--- config.mk ---
export PLATFORM = sky130hd
export DESIGN_NAME = i2s_rx_deserializer
export DESIGN_NICKNAME = d
export VERILOG_FILES = /design/src/rtl/i2s_rx_deserializer.sv
export SDC_FILE = /design/constraint.sdc
export NUM_CORES = 1
export LEC_CHECK = 0
export BUFFER_PORTS_ARGS = -buffer_cell sky130_fd_sc_hd__buf_2
export CAP_MARGIN = 10
export CORE_UTILIZATION = 54
export CTS_CLUSTER_DIAMETER = 150
export CTS_CLUSTER_SIZE = 12
export DETAILED_ROUTE_END_ITERATION = 10
export MAX_ROUTING_LAYER = met4
export PLACE_DENSITY = 0.85
export REMOVE_ABC_BUFFERS = 1
export SYNTH_ARGS = -nofsm -noshare
export SYNTH_HDL_FRONTEND = slang
export SYNTH_SLANG_ARGS = --single-unit
--- constraint.sdc ---
create_clock -name clk -period 1.65 [get_ports clk]
set_input_delay 0.165 -clock clk [delete_from_list [all_inputs] [get_ports clk]]
set_output_delay 0.165 -clock clk [all_outputs]
set_load 0.01 [all_outputs]
--- src/rtl/i2s_rx_deserializer.sv ---
// I2S / left-justified serial receiver: deserializes alternating left/right slots into parallel words.
// Optional sticky short-slot flag: define I2S_RX_FRAME_ERR_EN to enable frame_err.
module i2s_rx_deserializer #(
    parameter int WORD_LENGTH = 16,
    parameter int DATA_DELAY  = 1
) (
    input  logic                   clk,
    input  logic                   reset,
    input  logic                   lrck,
    input  logic                   sdata,
    output logic [WORD_LENGTH-1:0] data_l,
    output logic [WORD_LENGTH-1:0] data_r,
    output logic                   valid_l,
    output logic                   valid_r,
    output logic                   frame_err
);

    localparam int                 CNT_W    = (WORD_LENGTH > 1) ? $clog2(WORD_LENGTH) : 1;
    localparam logic [CNT_W-1:0]   LAST_BIT = CNT_W'(WORD_LENGTH - 1);

    typedef enum logic [1:0] {IDLE, SKIP, SHIFT, HOLD} state_t;

    state_t                 r_state;
    logic                   r_lrck_q;
    logic                   r_chan;
    logic [WORD_LENGTH-1:0] r_shift;
    logic [CNT_W-1:0]       r_cnt;
    logic [WORD_LENGTH-1:0] r_data_l;
    logic [WORD_LENGTH-1:0] r_data_r;
    logic                   r_valid_l;
    logic                   r_valid_r;

    logic                   w_edge;
    logic [WORD_LENGTH-1:0] w_word;

    assign w_edge = lrck ^ r_lrck_q;
    assign w_word = {r_shift[WORD_LENGTH-2:0], sdata};

    // NOTE: all state is updated with non-blocking assignments so every register sees pre-edge values.
    always_ff @(posedge clk) begin
        if (!reset) begin
            r_state   <= IDLE;
            r_lrck_q  <= 1'b0;
            r_chan    <= 1'b0;
            r_shift   <= '0;
            r_cnt     <= '0;
            r_data_l  <= '0;
            r_data_r  <= '0;
            r_valid_l <= 1'b0;
            r_valid_r <= 1'b0;
        end else begin
            r_lrck_q  <= lrck;
            // NOTE: valids default low each cycle, so a load below yields exactly a one-cycle pulse.
            r_valid_l <= 1'b0;
            r_valid_r <= 1'b0;
            if (w_edge) begin
                // An edge always starts a new slot; any partial word in progress is dropped.
                r_chan <= lrck;
                if (DATA_DELAY == 1) begin
                    r_state <= SKIP;
                    r_shift <= '0;
                    r_cnt   <= '0;
                end else begin
                    r_state <= SHIFT;
                    r_shift <= WORD_LENGTH'(sdata);
                    r_cnt   <= CNT_W'(1);
                end
            end else begin
                case (r_state)
                    SKIP, SHIFT: begin
                        r_shift <= w_word;
                        if (r_cnt == LAST_BIT) begin
                            r_state <= HOLD;
                            r_cnt   <= '0;
                            if (r_chan) begin
                                r_data_r  <= w_word;
                                r_valid_r <= 1'b1;
                            end else begin
                                r_data_l  <= w_word;
                                r_valid_l <= 1'b1;
                            end
                        end else begin
                            r_state <= SHIFT;
                            r_cnt   <= r_cnt + CNT_W'(1);
                        end
                    end
                    default: ;
                endcase
            end
        end
    end

`ifdef I2S_RX_FRAME_ERR_EN
    logic r_frame_err;

    // A slot cut short by an lrck edge before its last bit was taken latches the error.
    always_ff @(posedge clk) begin
        if (!reset) begin
            r_frame_err <= 1'b0;
        end else if (w_edge && ((r_state == SKIP) || (r_state == SHIFT))) begin
            r_frame_err <= 1'b1;
        end
    end

    assign frame_err = r_frame_err;
`else
    assign frame_err = 1'b0;
`endif

    assign data_l  = r_data_l;
    assign data_r  = r_data_r;
    assign valid_l = r_valid_l;
    assign valid_r = r_valid_r;

endmodule

# [Word level (Yosys, flattened, before mapping)]
# Cells that the tools add are included.
[totals] word_cells=32 reg_bits=57
[op_classes] muxes=6 bitwise=6 n_reduce_logical=6 eq_ne=3 add_sub_neg=1
[op_table] cell="$reduce_and 4->1" n=2
[op_table] cell="$mux 1" n=5
[op_table] cell="$not 1->1" n=5
[op_table] cell="$add 4x1->4 const B" n=1
[op_table] cell="$eq 4x4->1 const B" n=1
[op_table] cell="$mux 4" n=1
[op_table] cell="$reduce_or 2->1" n=2
[op_table] cell="$reduce_or 4->1" n=1
[op_table] cell="$eq 2x1->1 const B" n=1
[op_table] cell="$eq 2x2->1 const B" n=1
[op_table] cell="$reduce_bool 2->1" n=1
[op_table] cell="$xor 1x1->1" n=1

# [Depth between registers and ports, before layout]
[logic_depth] depth_word=4 mapped_depth=6

# [Worst setup path before layout]
# OpenSTA, ideal clock, no wires.
[synth_path] kind="flip-flop to flip-flop" startpoint="register r_cnt[0]" endpoint="register r_data_l[0] (netlist: data_l[0])" period_less_slack_ps=1521 t_required_ps=1578 arrival_time_ps=1450 setup_slack_ps=129 path_stages_with_launch=7 setup_time_ps=72 cell_sequence="dfxtp_1 -> ha_1 -> and3_1 -> and4_1 -> buf_6 -> buf_12 -> mux2i_1"
[synth_between] elab_chain_len=2
[synth_rtl] element="from (decl)" line_no="27" source="logic [CNT_W-1:0] r_cnt;"
[synth_rtl] element="from (signal assigned)" line_no="84" source="r_cnt <= r_cnt + CNT_W'(1);"
[synth_rtl] element="$eq 4x4->1" line_no="72" source="if (r_cnt == LAST_BIT) begin"
[synth_rtl] element="$reduce_and 4->1 (no line)"
[synth_rtl] element="to (signal assigned)" line_no="79" source="r_data_l <= w_word;"
[synth_rtl] element="to (decl)" line_no="28" source="logic [WORD_LENGTH-1:0] r_data_l;"
# No other way between the ends.
# A chain may end at the register's enable or synchronous reset.

# [Final worst setup path]
[layout_path] startpoint="register r_cnt[0]" endpoint="register r_data_l[5] (netlist: data_l[5])"
# Same word-level chain as after synthesis.

==> results summary <==
The level count of the clock H-tree came out at 3. The vias after detailed routing is 1708. Global routing used 23.4% of the available tracks. Setup repair after global routing left no endpoint under its margin. The cell taking the most area after synthesis is sky130_fd_sc_hd__dfxtp_1. The type of element capturing the critical path is a flop. For the worst setup path, the data arrival time is 1.82 ns.

The detailed-router iteration count before antenna repair is 5. The post-synthesis cell count is 235. After detailed routing, the number of vias per cell comes to 5.16. In this run the remaining antenna-violating nets after routing total 0. The post-synthesis sequential element count came out at 57. The final design instance area without fill is 2620 um2. The maximum operating frequency is 0.642 GHz. The number of pins exceeding their max-slew limit in the final report came out at 0. The number of different library cells used by synthesis comes to 27. Counting along the longest clock path gives a buffer depth of 2. The iteration-0 DRC count of the detailed router is 124.

The number of endpoints failing setup at the final stage came out at 0. The endpoint required time on the critical path is 1.91 ns. The worst min-delay path class is in -> reg. The antenna diode count is 0. Counting I/O delays and the setup requirement, the final critical path takes 1.56 ns. The routed design uses 177 um of met3 wire.

The highest metal layer carrying signal wires in the routed design is met4. Detailed placement finished with a half-perimeter wire length of 2800 um. The first-pass GRT wire length came out at 7240 um. In the layout the commonest cells are 85 x sky130_fd_sc_hd__nand2_1, 57 x sky130_fd_sc_hd__dfxtp_1, 37 x sky130_fd_sc_hd__buf_2, 32 x sky130_fd_sc_hd__mux2i_1, 20 x sky130_fd_sc_hd__a21oi_1. The startpoint type of the worst setup path is a flop. The sequential cell area fraction in the yosys report is 52.7%. The count of unresolved DRC violations after routing came out at 0. The overall die width is 65.3 um. In this run the power density over the cells is 1080 nW/um2. The number of antenna violations at the first check in global routing came out at 0. The count of input and output buffers came out at 37. The hold path startpoint is lrck. Of the post-synthesis cell area, the dominant cell type holds 52.7%.

The number of buffers created by CTS is 9. The largest voltage drop on the vdd net came out at 0.905 mV. For this configuration, the core starts out at a cell density of 57.8%. The die boundary height came out at 65.3 um. Entering global routing, the biggest net connects 31 pins.

The routed wirelength normalized by instance count came out at 12.7 um. The final weighted congestion in routability-driven placement is 0.803. The tree is rooted in a sky130_fd_sc_hd__clkbuf_8. From synthesis to final layout, the design area changed by 21.0%.

The worst register-to-register path begins at r_cnt[0]$_SDFFE_PP0N_. The number of hold violations in the final report was 0. The overall routed net length came out at 4210 um. The amount of wire on met2 after detailed routing is 2060 um.

The synthesized netlist occupies a cell area of 2160 um2. Summed over all layers, the global routing overflow is 0. Once the clock tree was built, the setup fixing pass inserted 0 buffers. The maximum fanout count along the critical path came out at 6.

The core box area is 3740 um2. Yosys printed 0 warnings. The final clock skew came out at 0.0120 ns. The number of global-route vias before repair is 1691. In the final routing, the length of wire on met1 measures 1880 um. In the post-synthesis netlist, the biggest area contributors are sky130_fd_sc_hd__dfxtp_1 53%, sky130_fd_sc_hd__mux2i_1 15%, sky130_fd_sc_hd__nand2_1 15%.

The floorplan has 22 rows. The total die area is 4260 um2. The number of clock sinks came out at 57. In the final timing run, aggregate negative setup slack is 0 ns.

The critical path starts at r_cnt[0]$_SDFFE_PP0N_. Leaving out fill and tap cells, the most frequent cell in the layout is sky130_fd_sc_hd__nand2_1. The analysis attributes to cell leakage a power of 1.12 nW. For the worst-skew pair, the clock arrives at the later sink with an insertion delay of 0.34 ns. The critical path is of the reg -> reg type. The total I/O pin count is 39. The flow ran to the end, and the final reports show no timing, DRC or antenna violations. The placed instance area came out at 2410 um2. The portion of the clock cycle consumed by the worst path in the final layout is 94.4%. The mean instance size in the synthesized netlist came out at 9.21 um2. The number of max-capacitance violations reported is 0.

The number of nets in the layout came out at 283. The clock tree from TritonCTS is done. After clock tree synthesis, the clock-pin slew on the worst setup and hold paths is 0.06 ns. The fraction of final layout cells sized beyond drive strength 1 is 24.0%.
==> worst max-delay path, cell delays in order, from the launching register on <==
cell	delay, ns
sky130_fd_sc_hd__dfxtp_1	0.40
sky130_fd_sc_hd__ha_2	0.23
sky130_fd_sc_hd__and3_2	0.24
sky130_fd_sc_hd__and4_4	0.26
sky130_fd_sc_hd__buf_4	0.17
sky130_fd_sc_hd__mux2i_1	0.19
==> area by class of cell <==
| cell class | count | area [um2] |
|---|---|---|
| flip-flops and latches | 57 | 1140 |
| multi-input cells | 158 | 912 |
| well taps | 48 | 60.1 |
| inverters | 4 | 15.0 |
| fillers | 306 | 1130 |
| clock inverters | 5 | 55.1 |
| clock buffers | 11 | 141 |
| repair buffers | 48 | 293 |
==> path summary, 6_finish.rpt <==
check | end | slack (ns) | depth (start not counted)
setup / recovery | data_l[5]$_SDFFE_PN0P_ | 0.09 | 5
hold / removal | r_lrck_q$_SDFF_PN0_ | 0.08 | 2
setup reg to reg | data_l[5]$_SDFFE_PN0P_ | 0.09 | 5
hold reg to reg | data_l[2]$_SDFFE_PN0P_ | 0.46 | 2
==> cell usage after synthesis, drive strengths merged <==
cell type and instances:
xnor2 2, ha 1, nand3 1, or4 1, nand2 85, buf 7, and2 2, nor2 2
dfxtp 57, mux2i 32, a21oi 20, xor2 1, clkbuf 9, and4 1, and3 1, or3 1
o31ai 1, nor3 2, inv 4, maj3 1, conb 1, a31oi 1, a21o 1, nand4 1
==> stage by stage <==
stage                     util [%]  power (W)  setup WS (ns)  cells  hold slack [ns]
after detailed placement      64.5    0.00157         0.0270    315            0.420
final                         69.9    0.00282         0.0928    331           0.0828
after CTS                     69.8    0.00284         0.0242    331           0.0677
after global routing          69.9    0.00292         0.0192    331           0.0943
after global placement        64.5    0.00156         0.0974    315            0.414
after floorplan                  -    0.00149         -0.407    219            0.274
==> where the power goes <==
group,total (W),switching (W),internal (W)
Clock,0.00128,0.000548,0.000733
Combinational,0.000140,0.0000938,0.0000460
Sequential,0.00140,0.0000132,0.00139
==> state kept, by name, summed over array words and instances (netlist names) <==
signal    cells
r_state       2
r_chan        1
valid_r       1
data_l       16
r_lrck_q      1
valid_l       1
data_r       16
r_cnt         4
r_shift      15
==> what timing repair did <==
item	4_1_cts	5_1_grt
endpoints found under the setup margin	0	13
gates resized for setup	0	3
hold buffers	0	0
==> cell families after synthesis <==
group / after synthesis / share of synthesized area (%)
AOI/OAI and AO/OA: 23 / 5.61
xor gates and xnor gates: 3 / 1.56
adders and majority gates: 2 / 1.04
buffers and inverters: 20 / 5.38
DFF: 57 / 52.7
muxes: 32 / 14.8
other: 1 / 0.173
and+or+nand+nor: 97 / 18.7
==> metal layers <==
metal / GRT usage [%] / vias up
li1: - / 851
met1: 25.2 / 801
met2: 37.9 / 43
met3: 7.64 / 13
met4: 13.3 / 0
met5: - / -
Note: power is estimated with default switching activity, not from simulation.
